<file path="src/rtl/periph_bus_pkg.sv">
`default_nettype none
// ============================================================================
//  Module      : periph_bus_pkg
//  Description : Shared constants and types for the peripheral bus arbiter:
//                FSM state encoding and master index constants.
//  Revision    : 1.0 - initial release
// ============================================================================
package periph_bus_pkg;

    // FSM state encoding
    localparam logic [1:0] ST_IDLE   = 2'd0;
    localparam logic [1:0] ST_ACCESS = 2'd1;
    localparam logic [1:0] ST_RESP   = 2'd2;

    // Master index constants
    localparam logic MST_CPU = 1'b0;
    localparam logic MST_DMA = 1'b1;

    typedef enum logic [1:0] {
        S_IDLE   = ST_IDLE,
        S_ACCESS = ST_ACCESS,
        S_RESP   = ST_RESP
    } state_t;

endpackage : periph_bus_pkg
`default_nettype wire

</file>
<file path="src/rtl/periph_bus_arbiter_if.sv">
`default_nettype none
// ============================================================================
//  Module      : periph_bus_arbiter_if
//  Description : Bundle of the two master request/response channels and the
//                shared peripheral slave bus.
//                  slave  modport : arbiter view (takes requests, drives bus)
//                  master modport : requesters + peripheral view
//  Ports       : m0_*/m1_*  request, grant, done, read data per master
//                s_*        shared slave bus (s_rdata combinational from slave)
//  Revision    : 1.0 - initial release
// ============================================================================
interface periph_bus_arbiter_if #(
    parameter int AW = 32,
    parameter int DW = 32
);
    logic          m0_req;
    logic          m0_wen;
    logic [AW-1:0] m0_addr;
    logic [DW-1:0] m0_wdata;
    logic          m0_gnt;
    logic          m0_done;
    logic [DW-1:0] m0_rdata;

    logic          m1_req;
    logic          m1_wen;
    logic [AW-1:0] m1_addr;
    logic [DW-1:0] m1_wdata;
    logic          m1_gnt;
    logic          m1_done;
    logic [DW-1:0] m1_rdata;

    logic          s_en;
    logic          s_wen;
    logic [AW-1:0] s_addr;
    logic [DW-1:0] s_wdata;
    logic [DW-1:0] s_rdata;

    modport slave (
        input  m0_req, m0_wen, m0_addr, m0_wdata,
        output m0_gnt, m0_done, m0_rdata,
        input  m1_req, m1_wen, m1_addr, m1_wdata,
        output m1_gnt, m1_done, m1_rdata,
        output s_en, s_wen, s_addr, s_wdata,
        input  s_rdata
    );

    modport master (
        output m0_req, m0_wen, m0_addr, m0_wdata,
        input  m0_gnt, m0_done, m0_rdata,
        output m1_req, m1_wen, m1_addr, m1_wdata,
        input  m1_gnt, m1_done, m1_rdata,
        input  s_en, s_wen, s_addr, s_wdata,
        output s_rdata
    );

endinterface : periph_bus_arbiter_if
`default_nettype wire

</file>
<file path="src/rtl/rr_arbiter2.sv">
`default_nettype none
// ============================================================================
//  Module      : rr_arbiter2
//  Description : Two-way winner select. Combinational winner from the request
//                vector; a last-grant pointer (reset to MST_DMA so the CPU
//                wins the first contention) is updated whenever i_load is set.
//                Build option PERIPH_ARB_FIXED_PRIO_EN: M0 always wins
//                contention and no pointer exists.
//  Ports       : clk, reset  clock and synchronous active-high reset
//                i_req[1:0]  requests (bit 0 = M0, bit 1 = M1)
//                i_load      a request is being registered this edge
//                o_grant     winning master index
//  Revision    : 1.0 - initial release
// ============================================================================
module rr_arbiter2
    import periph_bus_pkg::*;
(
    input  wire logic       clk,
    input  wire logic       reset,
    input  wire logic [1:0] i_req,
    input  wire logic       i_load,
    output logic            o_grant
);

`ifdef PERIPH_ARB_FIXED_PRIO_EN
    // M1 only wins when it is the sole requester
    assign o_grant = (i_req == 2'b10) ? MST_DMA : MST_CPU;

    wire logic w_unused = &{1'b0, clk, reset, i_load};
`else
    logic r_last;
    logic w_grant;

    always_comb begin
        w_grant = MST_CPU;
        case (i_req)
            2'b01:   w_grant = MST_CPU;
            2'b10:   w_grant = MST_DMA;
            2'b11:   w_grant = ~r_last;   // the master not granted last time
            default: w_grant = MST_CPU;
        endcase
    end

    always_ff @(posedge clk) begin
        if (reset) begin
            r_last <= MST_DMA;
        end else if (i_load) begin
            r_last <= w_grant;
        end
    end

    assign o_grant = w_grant;
`endif

endmodule : rr_arbiter2
`default_nettype wire

</file>
<file path="src/rtl/periph_bus_arbiter.sv">
`default_nettype none
// ============================================================================
//  Module      : periph_bus_arbiter
//  Description : Shares one peripheral slave bus between M0 (CPU) and M1
//                (loader/DMA). A request is registered in IDLE or RESP, driven
//                on the slave bus for one ACCESS cycle, and answered with a
//                one-cycle done pulse in RESP. Round-robin on contention.
//                Build option PERIPH_ARB_FIXED_PRIO_EN (in rr_arbiter2):
//                fixed priority, M0 always wins.
//  Ports       : clk, reset  clock and synchronous active-high reset
//                bus         periph_bus_arbiter_if.slave (masters + slave bus)
//  Revision    : 1.0 - initial release
// ============================================================================
module periph_bus_arbiter
    import periph_bus_pkg::*;
#(
    parameter int AW = 32,
    parameter int DW = 32
) (
    input  wire logic              clk,
    input  wire logic              reset,
    periph_bus_arbiter_if.slave    bus
);

    state_t        r_state;
    state_t        w_state_nxt;
    logic          w_load;
    logic          w_any_req;
    logic [1:0]    w_req;
    logic          w_win;
    logic          w_access;
    logic          w_resp;

    logic          r_idx;
    logic          r_wen;
    logic [AW-1:0] r_addr;
    logic [DW-1:0] r_wdata;
    logic [DW-1:0] r_rdata0;
    logic [DW-1:0] r_rdata1;

    assign w_req     = {bus.m1_req, bus.m0_req};
    assign w_any_req = |w_req;

    rr_arbiter2 u_arb (
        .clk     (clk),
        .reset   (reset),
        .i_req   (w_req),
        .i_load  (w_load),
        .o_grant (w_win)
    );

    // ---------------- FSM state register ----------------
    always_ff @(posedge clk) begin
        if (reset) begin
            r_state <= S_IDLE;
        end else begin
            r_state <= w_state_nxt;
        end
    end

    // ---------------- FSM next state ----------------
    // RESP arbitrates exactly like IDLE, giving back-to-back transfers.
    always_comb begin
        w_state_nxt = r_state;
        w_load      = 1'b0;
        case (r_state)
            S_IDLE, S_RESP: begin
                if (w_any_req) begin
                    w_state_nxt = S_ACCESS;
                    w_load      = 1'b1;
                end else begin
                    w_state_nxt = S_IDLE;
                end
            end
            S_ACCESS: w_state_nxt = S_RESP;
            default:  w_state_nxt = S_IDLE;
        endcase
    end

    assign w_access = (r_state == S_ACCESS);
    assign w_resp   = (r_state == S_RESP);

    // ---------------- Request and read-data registers ----------------
    always_ff @(posedge clk) begin
        if (reset) begin
            r_idx    <= MST_CPU;
            r_wen    <= 1'b0;
            r_addr   <= '0;
            r_wdata  <= '0;
            r_rdata0 <= '0;
            r_rdata1 <= '0;
        end else begin
            if (w_load) begin
                r_idx   <= w_win;
                r_wen   <= (w_win == MST_DMA) ? bus.m1_wen   : bus.m0_wen;
                r_addr  <= (w_win == MST_DMA) ? bus.m1_addr  : bus.m0_addr;
                r_wdata <= (w_win == MST_DMA) ? bus.m1_wdata : bus.m0_wdata;
            end
            // Writes leave the winner's rdata untouched
            if (w_access && !r_wen) begin
                if (r_idx == MST_DMA) begin
                    r_rdata1 <= bus.s_rdata;
                end else begin
                    r_rdata0 <= bus.s_rdata;
                end
            end
        end
    end

    // ---------------- Outputs ----------------
    assign bus.s_en     = w_access;
    assign bus.s_wen    = w_access & r_wen;
    assign bus.s_addr   = r_addr;
    assign bus.s_wdata  = r_wdata;

    assign bus.m0_gnt   = w_access & (r_idx == MST_CPU);
    assign bus.m1_gnt   = w_access & (r_idx == MST_DMA);
    assign bus.m0_done  = w_resp   & (r_idx == MST_CPU);
    assign bus.m1_done  = w_resp   & (r_idx == MST_DMA);
    assign bus.m0_rdata = r_rdata0;
    assign bus.m1_rdata = r_rdata1;

endmodule : periph_bus_arbiter
`default_nettype wire

</file>
<file path="src/flat_wrapper.sv">
// flat-port wrapper written by rule: the top's interface ports become plain ports
module periph_bus_arbiter_flat import periph_bus_pkg::*;
#(
    parameter int AW = 32,
    parameter int DW = 32
)
  (clk, reset, bus_m0_req, bus_m0_wen, bus_m0_addr, bus_m0_wdata, bus_m0_gnt, bus_m0_done, bus_m0_rdata, bus_m1_req, bus_m1_wen, bus_m1_addr, bus_m1_wdata, bus_m1_gnt, bus_m1_done, bus_m1_rdata, bus_s_en, bus_s_wen, bus_s_addr, bus_s_wdata, bus_s_rdata);
  periph_bus_arbiter_if #(.AW(AW), .DW(DW)) bus_i ();
  input  wire logic clk;
  input  wire logic reset;
  input wire logic [$bits(bus_i.m0_req)-1:0] bus_m0_req;
  input wire logic [$bits(bus_i.m0_wen)-1:0] bus_m0_wen;
  input wire logic [$bits(bus_i.m0_addr)-1:0] bus_m0_addr;
  input wire logic [$bits(bus_i.m0_wdata)-1:0] bus_m0_wdata;
  output wire logic [$bits(bus_i.m0_gnt)-1:0] bus_m0_gnt;
  output wire logic [$bits(bus_i.m0_done)-1:0] bus_m0_done;
  output wire logic [$bits(bus_i.m0_rdata)-1:0] bus_m0_rdata;
  input wire logic [$bits(bus_i.m1_req)-1:0] bus_m1_req;
  input wire logic [$bits(bus_i.m1_wen)-1:0] bus_m1_wen;
  input wire logic [$bits(bus_i.m1_addr)-1:0] bus_m1_addr;
  input wire logic [$bits(bus_i.m1_wdata)-1:0] bus_m1_wdata;
  output wire logic [$bits(bus_i.m1_gnt)-1:0] bus_m1_gnt;
  output wire logic [$bits(bus_i.m1_done)-1:0] bus_m1_done;
  output wire logic [$bits(bus_i.m1_rdata)-1:0] bus_m1_rdata;
  output wire logic [$bits(bus_i.s_en)-1:0] bus_s_en;
  output wire logic [$bits(bus_i.s_wen)-1:0] bus_s_wen;
  output wire logic [$bits(bus_i.s_addr)-1:0] bus_s_addr;
  output wire logic [$bits(bus_i.s_wdata)-1:0] bus_s_wdata;
  input wire logic [$bits(bus_i.s_rdata)-1:0] bus_s_rdata;
  assign bus_i.m0_req = bus_m0_req;
  assign bus_i.m0_wen = bus_m0_wen;
  assign bus_i.m0_addr = bus_m0_addr;
  assign bus_i.m0_wdata = bus_m0_wdata;
  assign bus_m0_gnt = bus_i.m0_gnt;
  assign bus_m0_done = bus_i.m0_done;
  assign bus_m0_rdata = bus_i.m0_rdata;
  assign bus_i.m1_req = bus_m1_req;
  assign bus_i.m1_wen = bus_m1_wen;
  assign bus_i.m1_addr = bus_m1_addr;
  assign bus_i.m1_wdata = bus_m1_wdata;
  assign bus_m1_gnt = bus_i.m1_gnt;
  assign bus_m1_done = bus_i.m1_done;
  assign bus_m1_rdata = bus_i.m1_rdata;
  assign bus_s_en = bus_i.s_en;
  assign bus_s_wen = bus_i.s_wen;
  assign bus_s_addr = bus_i.s_addr;
  assign bus_s_wdata = bus_i.s_wdata;
  assign bus_i.s_rdata = bus_s_rdata;
  periph_bus_arbiter #(.AW(AW), .DW(DW)) u_core (.clk(clk), .reset(reset), .bus(bus_i));
endmodule
</file>
<file path="config.mk">
export PLATFORM = sky130hd
export DESIGN_NAME = periph_bus_arbiter_flat
export DESIGN_NICKNAME = d
export VERILOG_FILES = /design/src/rtl/periph_bus_pkg.sv /design/src/rtl/periph_bus_arbiter_if.sv /design/src/rtl/rr_arbiter2.sv /design/src/rtl/periph_bus_arbiter.sv /design/src/flat_wrapper.sv
export SDC_FILE = /design/constraint.sdc
export NUM_CORES = 1
export LEC_CHECK = 0
export CORE_AREA = 2 2 117 119
export CTS_CLUSTER_DIAMETER = 150
export CTS_CLUSTER_SIZE = 8
export DETAILED_ROUTE_END_ITERATION = 8
export DIE_AREA = 0 0 119 121
export PLACE_DENSITY_LB_ADDON = 0.1
export SYNTH_ARGS = -nofsm -noshare
export SYNTH_HDL_FRONTEND = slang
export SYNTH_SLANG_ARGS = --single-unit
</file>
<file path="constraint.sdc">
create_clock -name clk -period 3.72 [get_ports clk]
set_clock_uncertainty 0.15 [all_clocks]
set_input_delay 0.372 -clock clk [delete_from_list [all_inputs] [get_ports clk]]
set_output_delay 0.372 -clock clk [all_outputs]
set_load 0.01 [all_outputs]
</file>
==> metrics.md <==
| Metric | Value |
|---|---|
| First-pass GRT wire length | 27,400 um |
| CP peak stage delay | between 0.5 and 0.6 ns |
| Clock Sinks | 133 |
| PwrDens | slightly below 500 mW/mm^2 |
| Antenna diodes | 0 |
| Synth Flop Type | dfxtp_1 |
| Worst VDD drop | 0.000306 V |
| CTS tree | done |
| Number of port buffers | 299 |
| Num ports | 300 |
| P&R area growth vs syn | 70.8% |
| All-Layer GR Usage | 24.1% |
| Total power | 4330 uW |
| Initial Utilization | 40.0% |
| Synthesized Nets | 832 |
| Fin cells | 1,122 |
| CTS Buffer Depth | 2 |
| CP startpoint kind | flop |
| Die height | 121 um |
| Endpoints failing hold | 0 |
| Die area | 0.0144 sq mm |
| Routed len/inst | 15.9 um |
| HPWL after DPL | 12,400 um |
| Worst-Margin Slew | 1.18 ns |
| Synthesized cell area | 0.00524 sq mm |
| DRC violations left | 0 |
| Largest net degree at the start of global routing | 91 |
| Netlist cell types | 25 |
| Total core area | between 0.01 and 0.015 sq mm |
| Clock slew at reported path FFs | 0.06 ns |
| Relative slew slack | approximately a fifth |
| Met1 Wirelength | slightly below 7000 um |
| Worst-path fanout max | 12 |
| Pre-CTS WS | ~1.2 ns |
| Gp weighted congestion | slightly above 0.8 |
| Final nets | 1,099 |
| Total wire length | between 15,000 and 20,000 um |
| Skew-Pair Late Insertion Delay | a little over 0.4 ns |
| Kind of end point of the critical path | output port |
| FILL cells | 1,058 |
| Met2 Wirelength | ~9000 um |
| Fin crit share | 64.4% |
| Postcts setup bufs | 0 |
| 1st-pass router iterations | 7 |
| Post-synthesis average cell area | slightly below 8 sq um |
| Syn Inst Count | ~670 |
| Max-cap violation count | 0 |
| Seq/Total Area, Yosys | 50.8% |
| Worst Hold Class | reg2reg |
| Starting DRC count in detailed routing | 364 |
| Post-cts sizing count | 0 |
| Cell Area, Placed | 0.00825 sq mm |
| Final setup violation count | 0 |
| Hold-fix buffers, CTS | 0 |
| Vias per cell | 5.04 |
| Num CTS Buffers | 17 |
| Std-Cell Rows | 42 |
| CP max-delay cell | clkdlybuf4s50_1 |
| Die X | 119 um |
| EDFF count, synth | 0 |
| ANT nets after route | 0 |
| Finished Cell Area | 0.00895 sq mm |
| Fin Setup TNS | 0 ns |
| Vias | 5,656 |
| Initial antenna violation count | 0 |
| Via count of the first global-routing pass | between 5k and 6k |
| Status | complete, no violations |
| Fmax | 417 MHz |
| Bufs and invs on worst path | 2 |
| CP cell instances | nand2b_1, inv_1, and2_1, clkdlybuf4s50_1 |
| H-tree Lvls | 4 |
| Placed instance count | 1,090 |
| Ys Warns | 0 |
| Static leakage | 0.00335 uW |
| Highest routed layer | met4 |
| Share of cells above drive strength 1 | 4.97% |
| Worst EP required | 3.20 ns |
| Met3 WL post-DR | 1520 um |
| Grt total ovfl | 0 |
| Minimum clock period | 2.40 ns |
| Post-route setup slack | 1.32 ns |
| Number of synthesized register bits | 133 |
| Slew Viols, Final | 0 |
| Synth async-reset ratio | 0% |
| RSZ-0062 raised after global routing | false |
| CP delay by family, top | buffers and inverters |
| CTS root buffer | clkbuf_16 |
| Arrival @ worst endpoint | 1.88 ns |
| Crit Path Class | reg2out |
## kinds of logic after synthesis
logic type / after synthesis / synth area share [%]
flip-flops: 133 / 50.8
AO/OA/AOI/OAI: 200 / 22.7
AND/OR/NAND/NOR: 273 / 20.7
buffers and inverters: 60 / 5.71
## worst paths after layout
kind                                         from                              endpoint  slack [ns]  cells past startpoint
min          u_core.bus.m0_rdata[27]$_SDFFE_PP0P_  u_core.bus.m0_rdata[27]$_SDFFE_PP0P_        0.30                      2
max reg2reg          u_core.r_state[0]$_SDFF_PP0_   u_core.bus.m0_rdata[5]$_SDFFE_PP0P_        1.54                      3
min reg2reg  u_core.bus.m0_rdata[27]$_SDFFE_PP0P_  u_core.bus.m0_rdata[27]$_SDFFE_PP0P_        0.30                      2
max                  u_core.r_state[0]$_SDFF_PP0_                             bus_s_wen        1.32                      4
## cells in the final DEF, fill, tap and decap left out, types with 2 or more instances in the layout
cell type,count
clkinv_2,2
a21oi_1,129
buf_4,8
and2_1,2
clkbuf_8,2
a211oi_1,65
clkinvlp_4,3
nor2_1,70
nand2_1,193
dfxtp_1,133
nand2b_1,2
bufinv_16,7
clkbuf_16,17
clkdlybuf4s50_1,298
## tightest hold or removal path, cell delays in order, from the launching register on
cell and delay [ns]:
dfxtp_1 0.31, nand2_1 0.05, a21oi_1 0.05
## cell usage after synthesis, types with 2 or more instances
library cell | n | area, sq um
clkbuf_1 | 27 | 101
nor2_1 | 70 | 263
a211oi_1 | 65 | 488
buf_2 | 22 | 110
nand2b_1 | 2 | 12.5
dfxtp_1 | 133 | 2660
buf_4 | 6 | 45.0
nand2_1 | 193 | 724
buf_6 | 3 | 33.8
and2_1 | 2 | 12.5
a21oi_1 | 129 | 646
## layer usage
layer	global-route usage, %	vias to the layer above
met5	0	-
met4	9.97	0
met3	8.32	29
met2	43.1	241
met1	26.0	2615
li1	-	2771
## state kept, by name (all words and copies together) (netlist names)
name                 flops
u_core.bus.s_addr       32
u_core.u_arb.r_last      1
u_core.bus.m0_rdata     32
u_core.bus.s_wdata      32
u_core.r_wen             1
u_core.r_idx             1
u_core.r_state           2
u_core.bus.m1_rdata     32
## metrics by stage
stage | hold slack [ns] | util (%)
5_1_grt | 0.324 | 68.4
2_1_floorplan | 0.331 | -
6_report | 0.303 | 68.4
3_3_place_gp | 0.292 | 63.0
3_5_place_dp | 0.296 | 63.0
4_1_cts | 0.304 | 68.4
## final cells by class
type / count / area [sq um] / share of cell area [%]
Clock buffer: 19 / 453 / 5.06
Clock inverter: 13 / 251 / 2.81
Inverter: 1 / 3.75 / 0.0419
Multi-Input combinational cell: 473 / 2300 / 25.7
Sequential cell: 133 / 2660 / 29.7
Tap cell: 176 / 220 / 2.46
Timing Repair Buffer: 307 / 3060 / 34.2
## power breakdown
group / switching [uW] / internal (uW)
Sequential: 59.3 / 1530
Clock: 624 / 1360
Combinational: 339 / 421
(Power assumes the default switching activity.)
